## src/rtl/bit_serializer.sv

```systemverilog
// ---------------------------------------------------------------------------
// bit_serializer
//
// Parallel-to-serial transmitter. A WIDTH-bit word is taken over a
// valid/ready handshake and shifted out one bit per clock on a registered
// serial line, with registered framing strobes (data valid, start of frame,
// busy). A word can be accepted in the final bit cycle of the current frame,
// so frames can run back-to-back with no idle cycle between them.
//
// Optional feature:
//   BIT_SERIALIZER_PARITY_EN - when defined, an even-parity bit (XOR of the
//   accepted word) is appended after the last data bit, so a frame lasts
//   WIDTH+1 cycles. When undefined, the parity state and its logic are not
//   built, and a frame lasts exactly WIDTH cycles.
//
// Parameters:
//   WIDTH      data word width, 2..32
//   LSB_FIRST  1: bit 0 is sent first, 0: bit WIDTH-1 is sent first
//
// Ports:
//   i_clk       rising-edge clock
//   i_rst_n     asynchronous active-low reset (release synchronously)
//   i_data      word to send, sampled only on an accept edge
//   i_valid     producer has a word on i_data
//   o_ready     a word can be accepted this cycle (combinational)
//   o_sd        serial data (registered)
//   o_sd_valid  o_sd carries a frame bit (registered)
//   o_sof       o_sd is the first data bit of a frame (registered)
//   o_busy      a frame is in progress (registered)
// ---------------------------------------------------------------------------
module bit_serializer #(
  parameter int WIDTH     = 8,
  parameter bit LSB_FIRST = 1'b1
) (
  input  logic             i_clk,
  input  logic             i_rst_n,
  input  logic [WIDTH-1:0] i_data,
  input  logic             i_valid,
  output logic             o_ready,
  output logic             o_sd,
  output logic             o_sd_valid,
  output logic             o_sof,
  output logic             o_busy
);

  // The counter holds the number of data bits still to be sent, including
  // the one being sent in the current cycle, so it runs WIDTH down to 1.
  localparam int CW = $clog2(WIDTH + 1);
  localparam logic [CW-1:0] CNT_FULL = CW'(WIDTH);
  localparam logic [CW-1:0] CNT_ONE  = CW'(1);

  typedef enum logic [1:0] {
    ST_IDLE   = 2'd0,
`ifdef BIT_SERIALIZER_PARITY_EN
    ST_SHIFT  = 2'd1,
    ST_PARITY = 2'd2
`else
    ST_SHIFT  = 2'd1
`endif
  } state_e;

  // Even parity over a whole accepted word.
  function automatic logic even_parity(input logic [WIDTH-1:0] w);
    return ^w;
  endfunction

  // Bit of the shift register that goes out in the current cycle.
  function automatic logic head_bit(input logic [WIDTH-1:0] w);
    logic b;
    if (LSB_FIRST) begin
      b = w[0];
    end else begin
      b = w[WIDTH-1];
    end
    return b;
  endfunction

  // Shift register after the head bit has been sent; vacated bits fill
  // with zero.
  function automatic logic [WIDTH-1:0] shift_one(input logic [WIDTH-1:0] w);
    logic [WIDTH-1:0] r;
    if (LSB_FIRST) begin
      r = {1'b0, w[WIDTH-1:1]};
    end else begin
      r = {w[WIDTH-2:0], 1'b0};
    end
    return r;
  endfunction

  state_e           state_q, state_d;
  logic [WIDTH-1:0] shreg_q, shreg_d;
  logic [CW-1:0]    cnt_q,   cnt_d;
`ifdef BIT_SERIALIZER_PARITY_EN
  logic             par_q,   par_d;
`endif
  logic             sd_q,       sd_d;
  logic             sd_valid_q, sd_valid_d;
  logic             sof_q,      sof_d;
  logic             busy_q,     busy_d;

  logic             ready;
  logic             accept;
  logic             last_bit;

  assign last_bit = (cnt_q == CNT_ONE);
  assign accept   = i_valid & ready;

  // Ready in IDLE and in the final bit cycle of a frame only.
  always_comb begin
    ready = 1'b0;
    case (state_q)
      ST_IDLE: begin
        ready = 1'b1;
      end
      ST_SHIFT: begin
`ifdef BIT_SERIALIZER_PARITY_EN
        // With parity the last cycle of the frame is the parity cycle.
        ready = 1'b0;
`else
        ready = last_bit;
`endif
      end
`ifdef BIT_SERIALIZER_PARITY_EN
      ST_PARITY: begin
        ready = 1'b1;
      end
`endif
      default: begin
        ready = 1'b0;
      end
    endcase
  end

  assign o_ready = ready;

  // Next state, shift register, counter and parity bit.
  always_comb begin
    state_d = state_q;
    shreg_d = shreg_q;
    cnt_d   = cnt_q;
`ifdef BIT_SERIALIZER_PARITY_EN
    par_d   = par_q;
`endif
    case (state_q)
      ST_IDLE: begin
        if (accept) begin
          state_d = ST_SHIFT;
          shreg_d = i_data;
          cnt_d   = CNT_FULL;
`ifdef BIT_SERIALIZER_PARITY_EN
          par_d   = even_parity(i_data);
`endif
        end else begin
          state_d = ST_IDLE;
        end
      end
      ST_SHIFT: begin
        if (last_bit) begin
`ifdef BIT_SERIALIZER_PARITY_EN
          state_d = ST_PARITY;
          shreg_d = '0;
          cnt_d   = '0;
`else
          // Same-edge accept chains straight into the next frame.
          if (accept) begin
            state_d = ST_SHIFT;
            shreg_d = i_data;
            cnt_d   = CNT_FULL;
          end else begin
            state_d = ST_IDLE;
            shreg_d = '0;
            cnt_d   = '0;
          end
`endif
        end else begin
          state_d = ST_SHIFT;
          shreg_d = shift_one(shreg_q);
          cnt_d   = cnt_q - CNT_ONE;
        end
      end
`ifdef BIT_SERIALIZER_PARITY_EN
      ST_PARITY: begin
        if (accept) begin
          state_d = ST_SHIFT;
          shreg_d = i_data;
          cnt_d   = CNT_FULL;
          par_d   = even_parity(i_data);
        end else begin
          state_d = ST_IDLE;
          shreg_d = '0;
          cnt_d   = '0;
          par_d   = 1'b0;
        end
      end
`endif
      default: begin
        // Unreachable encodings recover to a clean idle.
        state_d = ST_IDLE;
        shreg_d = '0;
        cnt_d   = '0;
`ifdef BIT_SERIALIZER_PARITY_EN
        par_d   = 1'b0;
`endif
      end
    endcase
  end

  // Output register inputs: the bit chosen in this state cycle appears on
  // the line after the next edge, which gives the one-edge accept latency.
  always_comb begin
    sd_d       = 1'b0;
    sd_valid_d = 1'b0;
    sof_d      = 1'b0;
    busy_d     = 1'b0;
    case (state_q)
      ST_IDLE: begin
        sd_d       = 1'b0;
        sd_valid_d = 1'b0;
        sof_d      = 1'b0;
        busy_d     = 1'b0;
      end
      ST_SHIFT: begin
        sd_d       = head_bit(shreg_q);
        sd_valid_d = 1'b1;
        sof_d      = (cnt_q == CNT_FULL);
        busy_d     = 1'b1;
      end
`ifdef BIT_SERIALIZER_PARITY_EN
      ST_PARITY: begin
        sd_d       = par_q;
        sd_valid_d = 1'b1;
        sof_d      = 1'b0;
        busy_d     = 1'b1;
      end
`endif
      default: begin
        sd_d       = 1'b0;
        sd_valid_d = 1'b0;
        sof_d      = 1'b0;
        busy_d     = 1'b0;
      end
    endcase
  end

  // State, datapath and output registers with asynchronous reset.
  always_ff @(posedge i_clk or negedge i_rst_n) begin
    if (!i_rst_n) begin
      state_q    <= ST_IDLE;
      shreg_q    <= '0;
      cnt_q      <= '0;
`ifdef BIT_SERIALIZER_PARITY_EN
      par_q      <= 1'b0;
`endif
      sd_q       <= 1'b0;
      sd_valid_q <= 1'b0;
      sof_q      <= 1'b0;
      busy_q     <= 1'b0;
    end else begin
      state_q    <= state_d;
      shreg_q    <= shreg_d;
      cnt_q      <= cnt_d;
`ifdef BIT_SERIALIZER_PARITY_EN
      par_q      <= par_d;
`endif
      sd_q       <= sd_d;
      sd_valid_q <= sd_valid_d;
      sof_q      <= sof_d;
      busy_q     <= busy_d;
    end
  end

  assign o_sd       = sd_q;
  assign o_sd_valid = sd_valid_q;
  assign o_sof      = sof_q;
  assign o_busy     = busy_q;

endmodule

```

## config.mk

```make
export PLATFORM = sky130hd
export DESIGN_NAME = bit_serializer
export DESIGN_NICKNAME = d
export VERILOG_FILES = /design/src/rtl/bit_serializer.sv
export SDC_FILE = /design/constraint.sdc
export NUM_CORES = 1
export LEC_CHECK = 0
export BUFFER_PORTS_ARGS = -buffer_cell sky130_fd_sc_hd__buf_2
export CORE_MARGIN = 2
export CORE_UTILIZATION = 45
export DETAILED_ROUTE_END_ITERATION = 16
export HOLD_SLACK_MARGIN = 0.05
export PLACE_DENSITY = 0.68
export SYNTH_ARGS = -nofsm -noshare
export SYNTH_HDL_FRONTEND = slang
export SYNTH_SLANG_ARGS = --single-unit
```

## constraint.sdc

```tcl
create_clock -name i_clk -period 2.2 [get_ports i_clk]
set_clock_uncertainty 0.1 [all_clocks]
set_input_delay 0.33 -clock i_clk [delete_from_list [all_inputs] [get_ports i_clk]]
set_output_delay 0.33 -clock i_clk [all_outputs]
set_load 0.05 [all_outputs]
```

* Word level (Yosys, flattened, before mapping)
Cells that the tools add are included.
** Storage, ports and cells
- Register bits :: 17
- Bits of input ports :: 11
- Output and inout bits :: 5
** Operators by class
- Add/sub/neg operators :: 1
- Equality and inequality tests :: 4
- Multiplexer cells :: 15
- Bitwise operators :: 1
- Reduce and logical (&&, ||, !) cells :: 1
** Operators with widths (count)
- 8-bit 2-to-1 mux :: 3
- 8-bit case mux with 2 select lines :: 1
- 4-bit 2-to-1 mux :: 3
- 4-bit case mux with 2 select lines :: 1
- 4-bit by 1-bit equality test with 1-bit output, second input constant :: 1
- 4-bit equality test, second input constant :: 1
- 1-bit 2-to-1 mux :: 4
- 2-bit case mux with 2 select lines :: 1
- 4-bit by 1-bit subtractor with 4-bit output, second input constant :: 1
- 2-bit by 1-bit equality test with 1-bit output, second input constant :: 1
- 2-bit logical NOT :: 1
- 2-bit 2-to-1 mux :: 1
- 2-bit != test, second input constant :: 1
- 1-bit case mux with 2 select lines :: 1
- 1-bit AND :: 1

* Longest topological paths before layout
- Depth in word-level cells :: 6
- Depth in mapped cells :: 8
- Mapped depth without buffers :: 6

* Worst setup path after synthesis
Ideal clock, no wire load.
- Path type :: register to output
- Start point :: register cnt_q[1]
- End point :: output port o_ready
- Arrival :: 1.673 ns
- Required time :: 1.770 ns
- Path slack :: 0.097 ns
- Stages on the path, launching flop included :: 8
- Path buffers :: 2
- Cells stage by stage :: dfrtp_1 > inv_1 > ha_1 > or3b_1 > buf_6 > and2_4 > buf_6 > inv_1
** On the way
- Cells in the longest elaborated chain, start to end :: 2
** Ends and longest elaborated chain
- start, declared :: line 92 : logic [CW-1:0] cnt_q, cnt_d;
- start signal, assigned :: line 261 : cnt_q <= cnt_d;
- 4-bit by 1-bit equality test with 1-bit output :: line 105 : assign last_bit = (cnt_q == CNT_ONE);
- 1-bit case mux with 2 select lines :: line 111 : case (state_q)
- end, declared :: line 39 : output logic o_ready,
No other way between the ends.

* Final worst setup path
- Start point :: register cnt_q[0]
- End point :: output port o_ready
Same word-level chain as after synthesis.

==> flow_summary.json <==
{
  "status": "finished, final reports clean",
  "hold_viol": 0,
  "wirelength_um": 1439,
  "first_iter_violations": 25,
  "place_ws_ps": 231.1,
  "synth_ff_type": "dfrtp_1",
  "cts_inserted_buffers": 3,
  "cts_tree": "done",
  "setup_ws_ps": 85.47,
  "clock_latency_ps": 290,
  "synthArstFlopShare_pct": 100.0,
  "slew_headroom_pct": 71.16,
  "synth-xor-area-share_pct": 0,
  "hold_path_class": "input port to flip-flop",
  "arrival_ps": 1680,
  "drt.antenna.violating_nets": 0,
  "synth-seq-cells": 16,
  "yosys-top-cells-area": "dfrtp_1 53%, a221o_1 9.3%, nand2_1 5.0%",
  "antenna_found_initial": 0,
  "cp_num_buf_inv": 2,
  "hold_ws_ps": 201.2,
  "fmaxAchievable_ghz": 0.4729,
  "worstPathCellList": "ha_4 -> or3b_4 -> and2_4 -> inv_4 -> buf_8",
  "seqCellArea_um2": 400.4,
  "fp-row-count": 14,
  "multi_input_area_um2": 315.3,
  "pin_count": 16,
  "slowest_stage": "dfrtp_1",
  "crit_family": "simple AND/OR/NAND/NOR gates",
  "ys_seq_area_share_pct": 52.89,
  "setup_viol": 0,
  "synth_fa_ha_area_share_pct": 3.306,
  "synthCells": 73,
  "grt_pass1_vias": 554,
  "crit_required_ps": 1770,
  "postSynthNetCount": 86,
  "synth_top_family_by_area": "compound AO/OA/AOI/OAI gates",
  "die_h_um": 45.02,
  "core-area_mm2": 0.001541,
  "area_growth_pct": 19.83,
  "post_drt_wl_per_cell_um": 13.58,
  "fill_cells": 138,
  "cap_violations": 0,
  "synth_top_area_cell": "dfrtp_1",
  "drc": 0,
  "powerDensity_mw_per_mm2": 1277,
  "cts.sinks": 16,
  "rsz0062_at_grt": "false",
  "endpoint_kind": "output port",
  "drive_gt1_share_pct": 30.00,
  "drv_slew": 0,
  "placedInstanceArea_um2": 825.8,
  "worstSetupPathType": "flip-flop to output port",
  "synth.top_cell.area_share_pct": 52.89,
  "synth_cell_types": 23,
  "period_minus_slack_ps": 2115,
  "antennaDiodeCount": 0,
  "finalPower_mw": 1.158,
  "htree_num_levels": 1,
  "portBuffers": 15,
  "startpoint_type": "flip-flop",
  "gp_congestion": 0.7155,
  "initial_core_util_pct": 49.11,
  "critPathMaxFanout": 5,
  "grt_pass1_wl_um": 2283,
  "place_inst": 100,
  "grt_max_degree": 17,
  "first_pass_iters": 5,
  "fin_util_pct": 58.85,
  "dp_hpwl_um": 960.7,
  "via_per_inst": 5.717,
  "synthTopCellsByCount": "16 x dfrtp_1, 10 x nand2_1, 7 x a21oi_1, 7 x a221o_1",
  "synth_simple_gate_area_share_pct": 17.36,
  "worst_path_largest_cell_delay_ps": 470,
  "p_leak_nw": 0.4448,
  "synth_edf_count": 0,
  "ir_drop_mv": 0.7599,
  "die_w_um": 45.02,
  "fin_setup_tns_ps": 0,
  "grt-ovfl-total": 0,
  "clk_pin_slew_ps": 100,
  "ys_warn_count": 0,
  "synth_area_um2": 757.0,
  "final_nets": 104,
  "fin_crit_sh_pct": 96.11,
  "synth_compound_area_share_pct": 19.01,
  "fin_cells": 106,
  "cts_root_buffer": "clkbuf_4",
  "cts_max_path_buffers": 2,
  "grtUsageTotal_pct": 16.19,
  "worst_slew_pin_slew_ps": 432.6,
  "avgSynthCellArea_um2": 10.37,
  "dieArea_mm2": 0.002026,
  "vias": 606,
  "synth_most_common_cell": "dfrtp_1",
  "post-route-cell-area_um2": 907.1,
  "synth_mux_area_share_pct": 0
}
## layer usage
layer | vias up | share of wire (%) | GRT usage [%] | wire length [um]
met4 | 0 | 0.76 | 7.059 | 11
met3 | 2 | 7.6 | 6.000 | 109
met2 | 27 | 49 | 25.14 | 708
li1 | 287 | - | - | -
met5 | - | 0 | 0 | 0
met1 | 290 | 42 | 20.16 | 610
## power breakdown
part	internal (mW)	switching (mW)
Clock	0.101	0.0927
Sequential	0.395	0.0924
Combinational	0.213	0.264
## worst reg2reg max path: stages (launching register included)
cell and delay [ps]:
dfrtp_1 470, ha_4 170, or3b_4 370, and2_4 190
buf_4 160, a221o_1 350
## area by class of cell
cell class                 instances  area share, %
sequential                        16          44.14
tap                               16          2.207
inverter                           4          1.931
timing repair buffer              19          12.97
clock buffer                       4          4.000
multi-input combinational         47          34.76
## cells in the final DEF, fill, tap and decap left out, types with 2 or more instances in the layout
cell,synthesis,layout
buf_4,1,3
nand2_1,10,10
dfrtp_1,16,16
buf_2,0,14
a221o_1,7,7
nor2b_1,2,2
nor2_1,3,3
nand2b_1,2,2
inv_1,4,2
clkbuf_4,0,3
o21ai_0,4,4
a21oi_1,7,7
## flip-flops by register name, indices dropped and copies added, names as in the netlist
| signal | flops |
|---|---|
| o_sof | 1 |
| shreg_q | 8 |
| o_sd | 1 |
| state_q | 1 |
| o_busy | 1 |
| cnt_q | 4 |
## final timing paths
path | depth (start not counted) | to | slack [ps] | startpoint
max | 5 | o_ready | 90 | cnt_q[0]
min | 2 | shreg_q[7] | 200 | i_data[7]
max reg2reg | 5 | shreg_q[5] | 280 | cnt_q[0]
min reg2reg | 1 | o_sd | 410 | shreg_q[0]
max in group asynchronous | 2 | shreg_q[2] | 1370 | i_rst_n
min in group asynchronous | 2 | o_sof | 370 | i_rst_n
## logic make-up after synthesis
kind of cell             Yosys count
AND/OR/NAND/NOR                   25
AO/OA/AOI/OAI                     20
flip-flops                        16
buffers and inverters             10
adder cells (fa/ha/maj)            2
## timing repair
| item | in CTS | in global routing |
|---|---|---|
| setup endpoints to repair | 1 | 1 |
| gates resized for setup | 3 | 6 |
| hold endpoints to repair | 16 | 0 |
| setup buffers | 0 | 1 |
| hold buffers | 1 | 0 |
No activity file was read; power rests on OpenSTA's default activity.
